## src/rtl/param_sync_fifo.sv

```systemverilog
// Single-clock show-ahead FIFO with occupancy level, almost-full/almost-empty
// thresholds and sticky overflow/underflow flags.
module param_sync_fifo #(
    parameter int WIDTH        = 8,
    parameter int DEPTH        = 4,
    parameter int AFULL_LEVEL  = 3,
    parameter int AEMPTY_LEVEL = 1
) (
    input  logic                       clk,
    input  logic                       reset,
    input  logic                       enqueue_request,
    input  logic [WIDTH-1:0]           data_in,
    input  logic                       dequeue_request,
    output logic [WIDTH-1:0]           data_out,
    output logic                       is_empty,
    output logic                       is_full,
    output logic                       almost_empty,
    output logic                       almost_full,
    output logic [$clog2(DEPTH):0]     level,
    output logic                       overflow,
    output logic                       underflow,
    input  logic                       clear_errors
);

    localparam int ADDR_W = $clog2(DEPTH);
    localparam int PTR_W  = ADDR_W + 1;
    localparam logic [PTR_W-1:0] DEPTH_LVL  = PTR_W'(DEPTH);
    localparam logic [PTR_W-1:0] AFULL_LVL  = PTR_W'(AFULL_LEVEL);
    localparam logic [PTR_W-1:0] AEMPTY_LVL = PTR_W'(AEMPTY_LEVEL);

    logic [WIDTH-1:0] mem_r [DEPTH];
    logic [PTR_W-1:0] wr_ptr_r;
    logic [PTR_W-1:0] rd_ptr_r;
    logic [PTR_W-1:0] level_r;
    logic             is_empty_r;
    logic             is_full_r;
    logic             almost_empty_r;
    logic             almost_full_r;
    logic             overflow_r;
    logic             underflow_r;

    logic             do_enq_s;
    logic             do_deq_s;
    logic [PTR_W-1:0] wr_ptr_nxt_s;
    logic [PTR_W-1:0] rd_ptr_nxt_s;
    logic [PTR_W-1:0] level_nxt_s;
    logic             overflow_nxt_s;
    logic             underflow_nxt_s;

    // Accept decisions, next-state pointers and sticky error next-state.
    always_comb begin
        do_enq_s        = enqueue_request & ~is_full_r;
        do_deq_s        = dequeue_request & ~is_empty_r;
        wr_ptr_nxt_s    = wr_ptr_r;
        rd_ptr_nxt_s    = rd_ptr_r;
        overflow_nxt_s  = overflow_r;
        underflow_nxt_s = underflow_r;

        if (do_enq_s) begin
            wr_ptr_nxt_s = wr_ptr_r + PTR_W'(1);
        end else begin
            wr_ptr_nxt_s = wr_ptr_r;
        end

        if (do_deq_s) begin
            rd_ptr_nxt_s = rd_ptr_r + PTR_W'(1);
        end else begin
            rd_ptr_nxt_s = rd_ptr_r;
        end

        // Wrap bit makes the plain difference the true occupancy 0..DEPTH.
        level_nxt_s = wr_ptr_nxt_s - rd_ptr_nxt_s;

        // A new error in the same cycle as a clear keeps the flag set.
        if (enqueue_request & is_full_r) begin
            overflow_nxt_s = 1'b1;
        end else if (clear_errors) begin
            overflow_nxt_s = 1'b0;
        end else begin
            overflow_nxt_s = overflow_r;
        end

        if (dequeue_request & is_empty_r) begin
            underflow_nxt_s = 1'b1;
        end else if (clear_errors) begin
            underflow_nxt_s = 1'b0;
        end else begin
            underflow_nxt_s = underflow_r;
        end
    end

    // Pointer, level, flag and error state registers.
    always_ff @(posedge clk or posedge reset) begin
        if (reset) begin
            wr_ptr_r       <= {PTR_W{1'b0}};
            rd_ptr_r       <= {PTR_W{1'b0}};
            level_r        <= {PTR_W{1'b0}};
            is_empty_r     <= 1'b1;
            is_full_r      <= 1'b0;
            almost_empty_r <= 1'b1;
            almost_full_r  <= 1'b0;
            overflow_r     <= 1'b0;
            underflow_r    <= 1'b0;
        end else begin
            wr_ptr_r       <= wr_ptr_nxt_s;
            rd_ptr_r       <= rd_ptr_nxt_s;
            level_r        <= level_nxt_s;
            is_empty_r     <= (level_nxt_s == {PTR_W{1'b0}});
            is_full_r      <= (level_nxt_s == DEPTH_LVL);
            almost_empty_r <= (level_nxt_s <= AEMPTY_LVL);
            almost_full_r  <= (level_nxt_s >= AFULL_LVL);
            overflow_r     <= overflow_nxt_s;
            underflow_r    <= underflow_nxt_s;
        end
    end

    // Storage write port; contents are deliberately left unreset.
    always_ff @(posedge clk) begin
        if (do_enq_s) begin
            mem_r[wr_ptr_r[ADDR_W-1:0]] <= data_in;
        end
    end

    assign data_out     = mem_r[rd_ptr_r[ADDR_W-1:0]];
    assign is_empty     = is_empty_r;
    assign is_full      = is_full_r;
    assign almost_empty = almost_empty_r;
    assign almost_full  = almost_full_r;
    assign level        = level_r;
    assign overflow     = overflow_r;
    assign underflow    = underflow_r;

endmodule

```

## config.mk

```make
export PLATFORM = sky130hd
export DESIGN_NAME = param_sync_fifo
export DESIGN_NICKNAME = d
export VERILOG_FILES = /design/src/rtl/param_sync_fifo.sv
export SDC_FILE = /design/constraint.sdc
export NUM_CORES = 1
export LEC_CHECK = 0
export CORE_MARGIN = 2
export CORE_UTILIZATION = 52
export DETAILED_ROUTE_END_ITERATION = 8
export GPL_ROUTABILITY_DRIVEN = 0
export HOLD_SLACK_MARGIN = 0.1
export PLACE_DENSITY = 0.78
export SYNTH_ARGS = -nofsm -noshare
export SYNTH_HDL_FRONTEND = slang
export SYNTH_SLANG_ARGS = --single-unit
```

## constraint.sdc

```tcl
create_clock -name clk -period 2.76 [get_ports clk]
set_input_delay 0.69 -clock clk [delete_from_list [all_inputs] [get_ports clk]]
set_output_delay 0.69 -clock clk [all_outputs]
set_load 0.05 [all_outputs]
```

==> After elaboration in Yosys (flattened, before gate mapping) <==
Memory sizes are Yosys's and may differ from the RTL's.
Cells that the tools add are included.
{ "classes": {"n_lt_le_gt_ge": 2, "addsub": 3, "n_bitwise": 6, "eq_ne": 1, "n_mux": 7, "reduce_logical": 3} }
{ "ops": {"columns": ["op", "count"], "rows": [
  ["adder 3 x 1 -> 3 bit (second input constant)", 2],
  ["2-to-1 mux 3 bit", 2],
  ["2-to-1 mux 1 bit", 5],
  ["bitwise AND 1 bit", 4],
  ["nonzero test 2 bit", 2],
  ["equality test 3 bit (second input constant)", 1],
  ["greater-or-equal comparator 3 x 2 -> 1 bit (second input constant)", 1],
  ["less-or-equal comparator 3 x 1 -> 1 bit (second input constant)", 1],
  ["zero test 3 bit", 1],
  ["subtractor 3 bit", 1],
  ["NOT 1 bit", 2]
]} }
{ "word_totals": {"in_bits": 13, "register_bits": 15, "n_memories": 1, "ramBits": 32} }
{ "memory_table": {"columns": ["memory", "depth", "word_bits", "read_ports", "rd_clocked_by_memory_dff", "wr", "line", "source"], "rows": [
  ["mem_r", 4, 8, 1, 0, 1, "31", "logic [WIDTH-1:0] mem_r [DEPTH];"]
]} }

==> Logic depth before layout (Yosys ltp) <==
{ "logic_depth": {"word_depth": 5, "depth_mapped": 7, "mapped_depth_nobuf": 7} }

==> Least setup slack after synthesis <==
OpenSTA, ideal clock, no wires.
{ "synth_timing": {"path_type": "input -> register", "from": "in enqueue_request", "to": "reg is_empty_r, in the netlist is_empty", "path_buffers": 0, "required_ns": 2.682, "arrival_time_ns": 2.316, "cell_stages": 7, "setup_ns": 0.078, "path_slack_ns": 0.366, "path_cell_list": "nor2b_1 -> xnor2_1 -> inv_1 -> ha_1 -> fa_1 -> xor3_2 -> and3_1"} }
{ "synth_between": {"elab_chain_cells": 4} }
{ "synth_lines": {"columns": ["element", "line", "source"], "rows": [
  ["from (decl)", "11", "input logic enqueue_request,"],
  ["bitwise AND 1 bit", "52", "do_enq_s = enqueue_request & ~is_full_r;"],
  ["2-to-1 mux 3 bit", "59", "if (do_enq_s) begin"],
  ["named net wr_ptr_nxt_s[0]", "44", "logic [PTR_W-1:0] wr_ptr_nxt_s;"],
  ["subtractor 3 bit", "72", "level_nxt_s = wr_ptr_nxt_s - rd_ptr_nxt_s;"],
  ["zero test 3 bit", "108", "is_empty_r <= (level_nxt_s == {PTR_W{1'b0}});"],
  ["to (signal assigned)", "108", null],
  ["to (decl)", "35", "logic is_empty_r;"]
]} }
The timed path passes the listed nets, and every way through them passes these cells.
A chain may end at the register's enable or synchronous reset.

==> Worst setup path in the final report <==
Ends and elaborated chain as after synthesis.

==> flow_summary.json <==
{
  "outcome": "completed",
  "worst_path_max_delay_cell": "clkdlybuf4s50_1",
  "pre_cts_ws_ns": -0.125,
  "slew_headroom": 0.617,
  "nNetsFinal": 156,
  "dieArea_mm2": 0.00406,
  "setup_viol": 0,
  "synth-compound-area-share": 0.0108,
  "synth-seq-area-share": 0.722,
  "cts_sinks": 47,
  "dpl.hpwl_mm": 2.08,
  "core_area_mm2": 0.00339,
  "cp_max_fo": 5,
  "rr_worst_depth": 5,
  "syn_nets": 119,
  "clk_pin_slew_ns": 0.13,
  "synth_top_cells_by_count": "32 x edfxtp_1, 13 x dfrtp_1, 12 x inv_1",
  "io_buffers": 29,
  "clk_latency_ns": 0.34,
  "synthAdderAreaFrac": 0.0513,
  "synth.most_common_cell": "edfxtp_1",
  "synth_top_flop_cell": "edfxtp_1",
  "drive_above_1_share": 0.234,
  "cpLargestDelayFamily": "XOR/XNOR gates",
  "antenna_found_initial": 0,
  "worstPathArrival_ns": 2.78,
  "cp-start-kind": "primary input",
  "cts_buffers": 5,
  "whs_path_depth": 1,
  "cp_data_required_time_ns": 3.05,
  "diodes": 0,
  "cts_tree": "built",
  "post_cts_buffers": 0,
  "synth_top_family_by_area": "multiplexers",
  "vias": 899,
  "wl_per_cell_um": 15.7,
  "start_util": 0.547,
  "worst_clock_skew_ns": 0.00677,
  "drv_slew": 0,
  "rsz0062_at_grt": "false",
  "synth_mux_area_frac": 0.103,
  "cts_root_buf": "clkbuf_4",
  "slowest_delay_ns": 0.47,
  "crit_path_end_kind": "flip-flop",
  "antenna_left": 0,
  "grt_pass1_wl_mm": 4.82,
  "io_pins": 30,
  "die_width_um": 63.7,
  "die_y_um": 63.7,
  "synth_area_mm2": 0.00185,
  "vias_per_cell": 4.91,
  "period_minus_slack_ns": 2.49,
  "synth_edf_count": 32,
  "track_usage": 0.164,
  "cts_resized": 0,
  "path_cells": "clkdlybuf4s50_1, nor2b_1, xnor2_1, inv_1, ha_1, fa_1, xor3_2, and3_1",
  "syn_avg_cell_area_um2": 18.7,
  "synth_area_leader_cell": "edfxtp_1",
  "async_flop_share": 0.319,
  "cts_max_path_buffers": 2,
  "synthXorXnorAreaFrac": 0.0364,
  "drc": 0,
  "routed_wirelength_mm": 2.87,
  "cp_num_cells": 8,
  "hold_buffers": 0,
  "grt_pass1_vias": 984,
  "area_delta_synth_final_pct": 21.3,
  "fin_ws_ns": 0.269,
  "post-route-period-util": 0.903,
  "path_class": "in2reg",
  "hp-class": "reg2reg",
  "synth.area.top_cells": "edfxtp_1 52%, dfrtp_1 18%, mux4_2 9.7%",
  "fillers": 238,
  "synth-simple-area-share": 0.0472,
  "fmax_ghz": 0.401,
  "tightest_slew_ns": 0.574,
  "synth_seq_cells": 47,
  "syn_inst": 99,
  "grt_max_degree": 16,
  "htreeDepth": 2,
  "critPathBufInv": 2,
  "rows": 21,
  "synth_top_area_frac": 0.518,
  "dr.pass1.iters": 4,
  "dr.first_iter.drc_count": 42,
  "grt-ovfl-total": 0,
  "maxCapViolations": 0,
  "ys_types": 24,
  "yosys_warnings": 0,
  "hold_viol": 0
}
[final timing paths]
check	from	end	slack [ns]
max	enqueue_request	is_empty	0.27
max reg2reg	rd_ptr_r[1]	is_empty	0.41
max in group asynchronous	reset	wr_ptr_r[2]	1.69
min in group asynchronous	reset	rd_ptr_r[2]	0.69
min	rd_ptr_r[2]	rd_ptr_r[2]	0.54
min reg2reg	rd_ptr_r[2]	rd_ptr_r[2]	0.54
[stage by stage]
step           hold slack (ns)  TNS (ns)  utilization  cell area, um2  cells
4_1_cts                  0.541         0        0.664            2250    183
3_5_place_dp             0.519    -0.419        0.648            2200    175
3_3_place_gp             0.491    -0.163        0.648            2200    175
5_1_grt                  0.550         0        0.664            2250    183
6_report                 0.538         0        0.664            2250    183
2_1_floorplan            0.454         0            -            1850     99
[final cells by class]
type / count / area [um2] / area share
Clock buffer: 6 / 41.3 / 0.0184
Clock inverter: 2 / 12.5 / 0.00556
Inverter: 12 / 45.0 / 0.0200
Multi-Input combinational cell: 38 / 462 / 0.205
Sequential cell: 47 / 1340 / 0.595
Tap cell: 46 / 57.6 / 0.0256
Timing Repair Buffer: 32 / 293 / 0.130
[flip-flops by register name (all words and copies together) (netlist names)]
signal / count
mem_r: 32
level: 3
rd_ptr_r: 3
wr_ptr_r: 3
almost_empty: 1
almost_full: 1
is_empty: 1
is_full: 1
overflow: 1
underflow: 1
[logic make-up after synthesis]
family	count (synthesis)
multiplexers	9
buffers and inverters	14
flip-flops	47
AO/OA/AOI/OAI	4
AND/OR/NAND/NOR	13
adder cells (fa/ha/maj)	7
XOR/XNOR	5
[cell usage in the layout, fill, tap and decap left out, drive strengths merged]
cell type / count
xnor2: 3
ha: 6
clkinv: 1
mux4: 8
and3: 1
clkinvlp: 1
and2: 4
nand3b: 2
edfxtp: 32
nor2: 1
buf: 11
clkdlybuf4s50: 21
xor3: 1
mux2: 1
nor3: 1
clkbuf: 6
xor2: 1
nor2b: 1
o21ai: 3
nand2b: 1
inv: 12
nand2: 2
dfrtp: 13
dfstp: 2
a21oi: 1
fa: 1
[layer usage]
layer / track usage / routed length (um) / vias up
li1: - / - / 427
met1: 0.198 / 1220 / 452
met2: 0.287 / 1520 / 18
met3: 0.0429 / 107 / 2
met4: 0.0571 / 19 / 0
met5: 0 / 0 / -
Power is not shown: default switching activity piles up to over one toggle a cycle in this logic, so the estimate is an artifact.
==> edit: new RTL, same settings <==
The parameter `DEPTH` goes from 4 to 2.
--- a/src/rtl/param_sync_fifo.sv
+++ b/src/rtl/param_sync_fifo.sv
@@ -2,7 +2,7 @@
 // thresholds and sticky overflow/underflow flags.
 module param_sync_fifo #(
     parameter int WIDTH        = 8,
-    parameter int DEPTH        = 4,
+    parameter int DEPTH        = 2,
     parameter int AFULL_LEVEL  = 3,
     parameter int AEMPTY_LEVEL = 1
 ) (
Interface: changed (resized level); port bits go from 30 to 29. No check against the original RTL was run, so the function may have changed too.
==> edit against the original RTL <==
- routed wire length fell by 47%
- area after synthesis fell by 41%
- sequential cell count fell by 19
- first-iteration DRC count fell by 95%
- non-clock buffer count fell by 3
- design area fell by 36%
- via count fell by 35%
- maximum frequency fell by 5.2%
- worst hold slack got worse by 0.0011 ns
- setup slack got worse by 0.14 ns
- critical endpoint is now data_out[4]
- highest routed layer unchanged
Power is left out: the tool's default activity adds up to more than one toggle a clock period on the data nets, which glitch-free logic cannot reach.
==> edit: results <==
worst_setup_path:
  cp_max_fo: 10
  rrSetupSlack_ns: 1.03
  crit_family: "buffers and inverters"
  arrival_ns: 1.94
  slowest_stage: "clkdlybuf4s50_1"
  max_stage_delay_ns: 0.71
cells_and_area:
  n_antenna_cell: 0
  n_fill_cell: 137
  drive_gt1_frac: 0.206
  largest_register_ffs: 16
  finalNetCount: 112
place:
  placed_area_um2: 1400
  dpl_worst_slack_ns: 0.299
  io_buffers: 28
  hpwl_um: 1180
drt:
  wl_met2_um: 795
  dr_wl_met3_um: 54
  drt_iter0_markers: 2
  vias: 587
  finalWirelength_um: 1520
  first_pass_iters: 2
  met1Wirelength_um: 634
  top_layer: "met4"
timing:
  period_needed_ns: 2.63
  finClkSkew_ns: 0.00400
  max-slew-margin-rel: 0.655
clocking:
  htree_levels: 1
  cts_root_buf: "clkbuf_4"
  ctsLongestPathBuffers: 2
  cts_resized: 1
  cts_setup_buffers: 0
  clk_latency_ns: 0.31
  clk_pin_slew_ns: 0.13
  numCtsBuffers: 3
global_routing:
  grt_pass1_wl_um: 2690
  antenna_found_initial: 0
  grt_max_degree: 16
  grt_pass1_vias: 614
  track_usage: 0.151
logic_synthesis:
  synth.yosys.seq_area_share: 0.716
  ys_types: 18
  synth_nets: 79
  synth_edf_count: 16
  async_flop_share: 0.429
  ys.warnings.count: 0
  synth_ff_type: "edfxtp_1"
  ys_top_cells_by_area: "edfxtp_1, dfrtp_1, mux2_2"
  yosys-top-cells-count: "edfxtp_1, dfrtp_1, inv_1, mux2_2"
run_status:
  status: "complete, no violations"
worst_hold_path:
  hp-class: "reg2reg"
## edit: stage by stage
step	hold WS, ns	std cells	utilization
5_1_grt	0.554	124	0.722
6_report	0.536	124	0.722
3_3_place_gp	0.513	120	0.708
2_1_floorplan	0.500	65	-
4_1_cts	0.543	124	0.722
3_5_place_dp	0.517	120	0.708
## edit: area by class of cell
class	count	share of cell area
Sequential cell	28	0.548
Timing Repair Buffer	29	0.201
Multi-Input combinational cell	28	0.188
Tap cell	27	0.0236
Inverter	8	0.0210
Clock buffer	3	0.0157
Clock inverter	1	0.00262
## edit: routing by layer
metal | vias to the layer above | GRT usage
li1 | 281 | -
met2 | 17 | 0.256
met4 | 0 | 0.0833
met1 | 285 | 0.181
met5 | - | 0
met3 | 4 | 0.0303
## edit: path summary, 6_finish.rpt
check	from	to	cells past startpoint
min in group asynchronous	reset	level[0]$_DFF_PP0_	2
hold / removal	overflow$_DFFE_PP0P_	overflow$_DFFE_PP0P_	2
setup reg to reg	is_full$_DFF_PP0_	is_empty$_DFF_PP1_	7
setup / recovery	rd_ptr_r[0]$_DFF_PP0_	data_out[4]	2
max in group asynchronous	reset	almost_empty$_DFF_PP1_	2
hold reg to reg	overflow$_DFFE_PP0P_	overflow$_DFFE_PP0P_	2
## edit: kinds of logic (layout without fill, tap and decap cells)
| group | Yosys count | after routing | share of synthesized area |
|---|---|---|---|
| AOI/OAI and AO/OA | 2 | 2 | 0.00915 |
| xor gates and xnor gates | 7 | 7 | 0.0835 |
| adders and majority gates | 1 | 1 | 0.0114 |
| buffers and inverters | 9 | 41 | 0.0378 |
| DFF | 28 | 28 | 0.716 |
| muxes | 8 | 8 | 0.0824 |
| and+or+nand+nor | 10 | 10 | 0.0595 |
